File: src/rtl/mlp_ctrl_pkg.sv
// Shared layer codes and FSM state encoding for the MLP test-bench sequencer.
package mlp_ctrl_pkg;

  localparam logic [1:0] LAYER_IDLE   = 2'd0;
  localparam logic [1:0] LAYER_HIDDEN = 2'd1;
  localparam logic [1:0] LAYER_OUTPUT = 2'd2;
  localparam logic [1:0] LAYER_SCORE  = 2'd3;

  typedef enum logic [2:0] {
    StIdle,
    StHidden,
    StOutput,
    StScore,
    StDone
  } state_e;

endpackage

File: src/rtl/mlp_slot_timer.sv
// Loadable up-counter with synchronous clear and a terminal-count flag.
module mlp_slot_timer #(
  parameter int unsigned Width = 4
) (
  input  logic             clk_i,
  input  logic             rst_i,
  input  logic             clr_i,
  input  logic             load_i,
  input  logic [Width-1:0] load_val_i,
  input  logic             en_i,
  input  logic [Width-1:0] term_val_i,
  output logic [Width-1:0] count_o,
  output logic             term_o
);

  logic [Width-1:0] count_q, count_d;

  always_comb begin
    count_d = count_q;
    if (clr_i) begin
      count_d = '0;
    end else if (load_i) begin
      count_d = load_val_i;
    end else if (en_i) begin
      count_d = count_q + Width'(1);
    end
  end

  always_ff @(posedge clk_i) begin
    if (rst_i) begin
      count_q <= '0;
    end else begin
      count_q <= count_d;
    end
  end

  assign count_o = count_q;
  assign term_o  = (count_q == term_val_i);

endmodule

File: src/rtl/mlp_controller.sv
// Sequences the MLP wrapper through hidden slots, output wait and one scoring cycle per test case.
module mlp_controller
  import mlp_ctrl_pkg::*;
#(
  parameter int unsigned size_of_hidden_layer       = 30,
  parameter int unsigned clog2_size_of_hidden_layer = 5,
  parameter int unsigned number_of_test_cases       = 750,
  parameter int unsigned clog2_number_of_test_cases = 10,
  parameter int unsigned hidden_wait_cycles         = 1,
  parameter int unsigned output_wait_cycles         = 1
) (
  input  logic                                  clk,
  input  logic                                  rst,
  input  logic                                  start,
  output logic [1:0]                            curr_layer,
  output logic [size_of_hidden_layer-1:0]       ld_en,
  output logic                                  inc_addr,
  output logic                                  busy,
  output logic                                  done,
  output logic [clog2_number_of_test_cases-1:0] case_idx
);

  localparam int unsigned KW      = clog2_size_of_hidden_layer;
  localparam int unsigned CW      = clog2_number_of_test_cases;
  localparam int unsigned SlotMax = (hidden_wait_cycles > output_wait_cycles) ?
                                    hidden_wait_cycles : output_wait_cycles;
  localparam int unsigned SlotW   = (SlotMax > 1) ? $clog2(SlotMax) : 1;

  localparam logic [SlotW-1:0] HiddenTerm = SlotW'(hidden_wait_cycles - 1);
  localparam logic [SlotW-1:0] OutputTerm = SlotW'(output_wait_cycles - 1);
  localparam logic [KW-1:0]    KTerm      = KW'(size_of_hidden_layer - 1);
  localparam logic [CW-1:0]    CaseTerm   = CW'(number_of_test_cases - 1);
  localparam logic [size_of_hidden_layer-1:0] LdOne = size_of_hidden_layer'(1);

  state_e state_q, state_d;

  logic             slot_clr, slot_en, slot_term;
  logic [SlotW-1:0] slot_term_val, slot_count;
  logic             k_clr, k_en, k_term;
  logic [KW-1:0]    k_count;
  logic             case_clr, case_en, case_term;

  // One timer paces both hidden slots and the output wait; its terminal depends on the state.
  mlp_slot_timer #(.Width(SlotW)) u_slot_timer (
    .clk_i      (clk),
    .rst_i      (rst),
    .clr_i      (slot_clr),
    .load_i     (1'b0),
    .load_val_i ('0),
    .en_i       (slot_en),
    .term_val_i (slot_term_val),
    .count_o    (slot_count),
    .term_o     (slot_term)
  );

  mlp_slot_timer #(.Width(KW)) u_neuron_timer (
    .clk_i      (clk),
    .rst_i      (rst),
    .clr_i      (k_clr),
    .load_i     (1'b0),
    .load_val_i ('0),
    .en_i       (k_en),
    .term_val_i (KTerm),
    .count_o    (k_count),
    .term_o     (k_term)
  );

  mlp_slot_timer #(.Width(CW)) u_case_timer (
    .clk_i      (clk),
    .rst_i      (rst),
    .clr_i      (case_clr),
    .load_i     (1'b0),
    .load_val_i ('0),
    .en_i       (case_en),
    .term_val_i (CaseTerm),
    .count_o    (case_idx),
    .term_o     (case_term)
  );

  always_ff @(posedge clk) begin
    if (rst) begin
      state_q <= StIdle;
    end else begin
      state_q <= state_d;
    end
  end

  always_comb begin
    state_d       = state_q;
    slot_clr      = 1'b0;
    slot_en       = 1'b0;
    slot_term_val = HiddenTerm;
    k_clr         = 1'b0;
    k_en          = 1'b0;
    case_clr      = 1'b0;
    case_en       = 1'b0;
    unique case (state_q)
      StIdle: begin
        slot_clr = 1'b1;
        k_clr    = 1'b1;
        case_clr = 1'b1;
        if (start) state_d = StHidden;
      end
      StHidden: begin
        slot_en = 1'b1;
        if (slot_term) begin
          slot_clr = 1'b1;
          if (k_term) state_d = StOutput;
          else        k_en    = 1'b1;
        end
      end
      StOutput: begin
        slot_term_val = OutputTerm;
        slot_en       = 1'b1;
        if (slot_term) begin
          slot_clr = 1'b1;
          state_d  = StScore;
        end
      end
      StScore: begin
        k_clr = 1'b1;
        if (case_term) begin
          state_d = StDone;
        end else begin
          case_en = 1'b1;
          state_d = StHidden;
        end
      end
      StDone:  state_d = StDone;
      default: state_d = StIdle;
    endcase
  end

  always_comb begin
    curr_layer = LAYER_IDLE;
    ld_en      = '0;
    inc_addr   = 1'b0;
    busy       = 1'b0;
    done       = 1'b0;
    unique case (state_q)
      StHidden: begin
        curr_layer = LAYER_HIDDEN;
        busy       = 1'b1;
        if (slot_term) ld_en = LdOne << k_count;
      end
      StOutput: begin
        curr_layer = LAYER_OUTPUT;
        busy       = 1'b1;
      end
      StScore: begin
        curr_layer = LAYER_SCORE;
        busy       = 1'b1;
        inc_addr   = 1'b1;
      end
      StDone:  done = 1'b1;
      default: ;
    endcase
  end

endmodule
File: config.mk
export PLATFORM = sky130hd
export DESIGN_NAME = mlp_controller
export DESIGN_NICKNAME = d
export VERILOG_FILES = /design/src/rtl/mlp_ctrl_pkg.sv /design/src/rtl/mlp_slot_timer.sv /design/src/rtl/mlp_controller.sv
export SDC_FILE = /design/constraint.sdc
export NUM_CORES = 1
export LEC_CHECK = 0
export CELL_PAD_IN_SITES_DETAIL_PLACEMENT = 0
export CELL_PAD_IN_SITES_GLOBAL_PLACEMENT = 1
export CORE_MARGIN = 2
export CORE_UTILIZATION = 36
export CTS_CLUSTER_DIAMETER = 120
export CTS_CLUSTER_SIZE = 20
export DETAILED_ROUTE_END_ITERATION = 8
export PLACE_DENSITY = 0.84
export SLEW_MARGIN = 20
export SYNTH_ARGS = -nofsm -noshare
export SYNTH_HDL_FRONTEND = slang
export SYNTH_HIERARCHICAL = 1
export SYNTH_SLANG_ARGS = --single-unit
File: constraint.sdc
create_clock -name clk -period 2.9 [get_ports clk]
set_input_delay 0.58 -clock clk [delete_from_list [all_inputs] [get_ports clk]]
set_output_delay 0.58 -clock clk [all_outputs]
set_load 0.01 [all_outputs]
* Yosys cells after proc, flatten, opt, wreduce, memory -nomap -nowiden
Cells that the tools add are included.
** Storage, ports and cells
- Flip-flop bits (word level) :: 19
- Bits of input ports :: 3
- Output and inout port bits :: 45
- Logic and storage cells :: 48
** Cells by class
- Add/sub/neg operators :: 3
- Equality and inequality tests :: 10
- Shifts and indexed selects :: 1
- Mux-type cells :: 22
- Reductions and logical operators :: 8
** Operators by type and width (number)
- 2-to-1 mux 30 bit :: 2
- << shifter 1 x 5 -> 30 bit (first input constant) :: 1
- 2-to-1 mux 3 bit :: 5
- one-hot mux 3 bit (5 select lines) :: 1
- 2-to-1 mux 1 bit :: 12
- adder 10 x 1 -> 10 bit (second input constant) :: 1
- == test 10 bit (second input constant) :: 1
- OR reduction 2 bit :: 5
- inequality test 2 bit (second input constant) :: 4
- == test 3 x 2 -> 1 bit (second input constant) :: 2
- one-hot mux 2 bit (3 select lines) :: 1
- adder 5 x 1 -> 5 bit (second input constant) :: 1
- == test 5 bit (second input constant) :: 1
- AND reduction 4 bit :: 1
- == test 3 x 1 -> 1 bit (second input constant) :: 1
- == test 3 bit (second input constant) :: 1
- logical NOT 3 bit :: 1
- OR reduction 3 bit :: 1
- one-hot mux 1 bit (2 select lines) :: 1
- adder 1 bit (second input constant) :: 1

* Depth between registers and ports, before layout
- Word-level depth :: 4
- Gate-level depth with buffers :: 9
- Mapped depth without buffers :: 7

* By module
Netlist, hierarchy kept.
** Modules (own cells, without submodules)
- mlp_slot_timer (u_case_timer) :: instances 1, cells an instance 93, area an instance 779.5 um2, seq. area each 200.2 um2
- mlp_controller :: instances 1, cells an instance 77, area an instance 476.7 um2, seq. area each 60.1 um2
- mlp_slot_timer (u_neuron_timer) :: instances 1, cells an instance 35, area an instance 295.3 um2, seq. area each 100.1 um2
- mlp_slot_timer (u_slot_timer) :: instances 1, cells an instance 6, area an instance 62.6 um2, seq. area each 20.0 um2

* Worst setup path after synthesis
Ideal clock, no wire load.
- Path kind :: register to output
- From :: register u_slot_timer.count_q (netlist: u_slot_timer/count_o)
- To :: output port ld_en[0]
- Arrival time :: 1.322 ns
- Data required time :: 2.320 ns
- Setup slack :: 0.998 ns
- Cell stages (with the launch flop) :: 6
- Path buffers :: 1
- Cells stage by stage :: dfxtp_1 xnor2_1 nand4bb_1 or3_1 buf_6 nor2_2
** On the way
- Longest elaborated chain between the ends :: 2
** RTL lines
- from (decl) :: RTL line mlp_slot_timer.sv:16 : logic [Width-1:0] count_q, count_d;
- from (signal assigned) :: RTL line mlp_slot_timer.sv:33 : count_q <= count_d;
- 2-to-1 mux 30 bit :: RTL line mlp_controller.sv:144 : if (slot_term) ld_en = LdOne << k_count;
- 2-to-1 mux 30 bit :: RTL line mlp_controller.sv:140 : unique case (state_q)
- to (decl) :: RTL line mlp_controller.sv:16 : output logic [size_of_hidden_layer-1:0] ld_en,
Every way passes these cells.

* Worst setup path after layout
- From :: register u_slot_timer.count_q (netlist: u_slot_timer/count_o)
- To :: output port ld_en[21]
The elaborated chain is that of the path after synthesis.

==> qor.yml <==
status: "finished, final reports clean"
drv_cap: 0
path_delay_family: "simple AND/OR/NAND/NOR gates"
yosysMostFrequentCell: "nor2_1"
power_switching_share: 0.284
slew_violations: 0
p_int_w: 0.000422
cp.arrival_ns: 2.12
crit_buf_inv: 1
p_comb_frac: 0.199
clk_latency_ns: 0.26
path_cells: "xnor2_2 -> and4bb_1 -> nand3b_1 -> nor2_1 -> clkdlybuf4s50_1"
maxSlewHeadroom: 0.582
finalInstanceArea_um2: 2320
antenna_found_initial: 0
grt_pass1_wl_mm: 6.71
cts_buffers: 3
fin_util: 0.537
finalSetupTns_ns: 0
crit_start: "u_slot_timer/count_o"
critPathMaxFanout: 8
r2r_setup_slack_ns: 0.96
die_area_um2: 5040
synth_top_area_frac: 0.236
clockPowerShare: 0.316
wl_mm: 3.80
period_needed_ns: 2.70
synth_seq_area_share: 0.236
ctsHoldBuffers: 0
post-dp-hpwl_mm: 2.94
cpPeakStageDelay_ns: 0.55
route.detailed.drc: 0
post-route-period-util: 0.932
rr_endpoint: "u_case_timer/count_o[3]"
synth_area_leaders: "dfxtp_1 24%, xnor2_1 8.1%, nor2_1 7.7%"
critPathCapture: "ld_en[21]"
routed_via_density: 4.63
rsz0062_at_grt: "false"
io_pins: 48
dr.pass1.iters: 4
antenna_cells: 0
fmax_mhz: 370
worst_setup_path_start_kind: "flop"
worst_ep_required_time_ns: 2.32
rows: 24
syn_area_per_cell_um2: 7.65
htreeDepth: 1
yosys-top-cells-count: "33 x nor2_1, 19 x dfxtp_1, 15 x xnor2_1"
grt_pass1_vias: 1484
vdd_ir_drop_max_mv: 0.287
p_sw_w: 0.000167
yosysUniqueCellTypes: 45
initial_core_util: 0.373
yosys_warnings: 6
wl_per_cell_um: 10.9
synth_edf_count: 0
drive_gt1_frac: 0.0808
place_area_um2: 2260
synth_area_um2: 1610
pwr_density_cell_nw_per_um2: 254
setup_viol: 0
ff2ff_path_depth: 9
nets: 303
die_w_um: 71.0
critPathKind: "flop to primary output"
vias: 1616
cp-end-kind: "primary output"
p_leak_nw: 0.809
die_y_um: 71.0
grt_max_degree: 13
r2r_start: "u_case_timer/count_o[4]"
ant_nets: 0
hold_viol: 0
areaGrowthSynthToFinish_pct: 43.8
async_flop_share: 0
cts_tree: "built"
grt.total_usage: 0.161
clock_tree.root_cell: "clkbuf_8"
overflow: 0
hp-class: "flop to flop"
cp_num_cells: 5
port_buffers: 47
synth_seq_cells: 19
synthFlopType: "dfxtp_1"
cts_max_path_buffers: 2
cts.clk_slew.worst_paths_ns: 0.07
synth_area_leader_cell: "dfxtp_1"
clock-sinks: 19
gp_congestion: 0.759
worst_pin_slew_ns: 0.622
finalClockSkew_ns: 0.00257
netlist_instances: 211
seq_power_share: 0.484
coreArea_um2: 4320
cp_slowest_cell: "clkdlybuf4s50_1"
dr.first_iter.drc_count: 48
-- sequential cells by signal, summed over array words and instances (netlist names) --
signal and flops:
u_neuron_timer/count_o 5, u_slot_timer/count_o 1, state_q 3, u_case_timer/count_o 10
-- cell usage in the layout (no fill, tap or decap), drive strengths merged, types with 3 or more instances in the layout --
cell type,count
xnor2,15
xor2,11
nand3b,5
a21oi,11
inv,4
clkdlybuf4s50,47
nor3,3
nand4,9
a211oi,3
o21ai,7
conb,44
nor2b,5
nand3,6
nand2,12
o211ai,6
dfxtp,19
or3,4
buf,5
nor3b,6
clkbuf,4
nor2,41
-- power groups by stage --
stage                     Combinational [W]  Clock [W]  Sequential (W)
after floorplan                   0.0000879          0        0.000287
after global placement             0.000112          0        0.000291
after detailed placement           0.000114          0        0.000292
after CTS                          0.000114   0.000197        0.000285
after global routing               0.000134   0.000207        0.000288
final                              0.000118   0.000186        0.000286
-- layer usage --
metal	wire length [µm]	part of all wire	vias up	track usage
li1	-	-	866	-
met1	1740	0.46	713	0.200
met2	1860	0.49	35	0.282
met3	167	0.044	2	0.0370
met4	29	0.0076	0	0.0377
met5	0	0	-	0
-- cell type report --
type | count | area [µm²]
inverters | 5 | 18.8
fillers | 471 | 2000
well taps | 52 | 65.1
repair buffers | 52 | 508
clock buffers | 4 | 45.0
multi-input cells | 217 | 1300
flip-flops and latches | 19 | 380
-- worst register-to-register path, delay by kind of cell, from the launching register on --
family	cells	cell delay, ns
and+or+nand+nor	4	0.47
xor gates and xnor gates	2	0.29
AOI/OAI and AO/OA	1	0.23
buffers and inverters	2	0.36
DFF	1	0.51
-- cells by family (layout without fill, tap and decap cells) --
family | Yosys count | count (layout) | share of synthesized area
buffers and inverters | 17 | 61 | 0.0620
other | 2 | 44 | 0.00465
DFF | 19 | 19 | 0.236
AOI/OAI and AO/OA | 34 | 34 | 0.139
xor gates and xnor gates | 26 | 26 | 0.141
and+or+nand+nor | 108 | 108 | 0.382
adders and majority gates | 2 | 2 | 0.0155
muxes | 3 | 3 | 0.0202
-- metrics by stage --
| stage | setup WS, ns | cells | power (W) | hold WS, ns |
|---|---|---|---|---|
| after floorplan | 0.998 | 253 | 0.000375 | 0.575 |
| after global placement | 0.362 | 345 | 0.000404 | 0.591 |
| after detailed placement | 0.306 | 345 | 0.000406 | 0.591 |
| after CTS | 0.0173 | 349 | 0.000597 | 0.601 |
| after global routing | 0.0167 | 349 | 0.000628 | 0.647 |
| final | 0.197 | 349 | 0.000589 | 0.602 |
-- repair_timing --
| action | in CTS | in global routing |
|---|---|---|
| setup buffers | 0 | 0 |
| setup endpoints to repair | 0 | 29 |
| resized for setup | 0 | 2 |
| endpoints found under the hold margin | 0 | 0 |
-- worst min path at each step --
stage	to	slack, ns	depth (start not counted)	from
6_report	u_case_timer/count_o[9]	0.60	2	u_case_timer/count_o[9]
5_1_grt	state_q[1]	0.65	2	state_q[2]
4_1_cts	u_case_timer/count_o[9]	0.60	2	u_case_timer/count_o[9]
3_5_place_dp	u_case_timer/count_o[9]	0.59	2	u_case_timer/count_o[9]
3_3_place_gp	u_case_timer/count_o[9]	0.59	2	u_case_timer/count_o[9]
2_1_floorplan	u_slot_timer/count_o	0.58	2	u_slot_timer/count_o
Note: power is estimated with default switching activity, not from simulation.
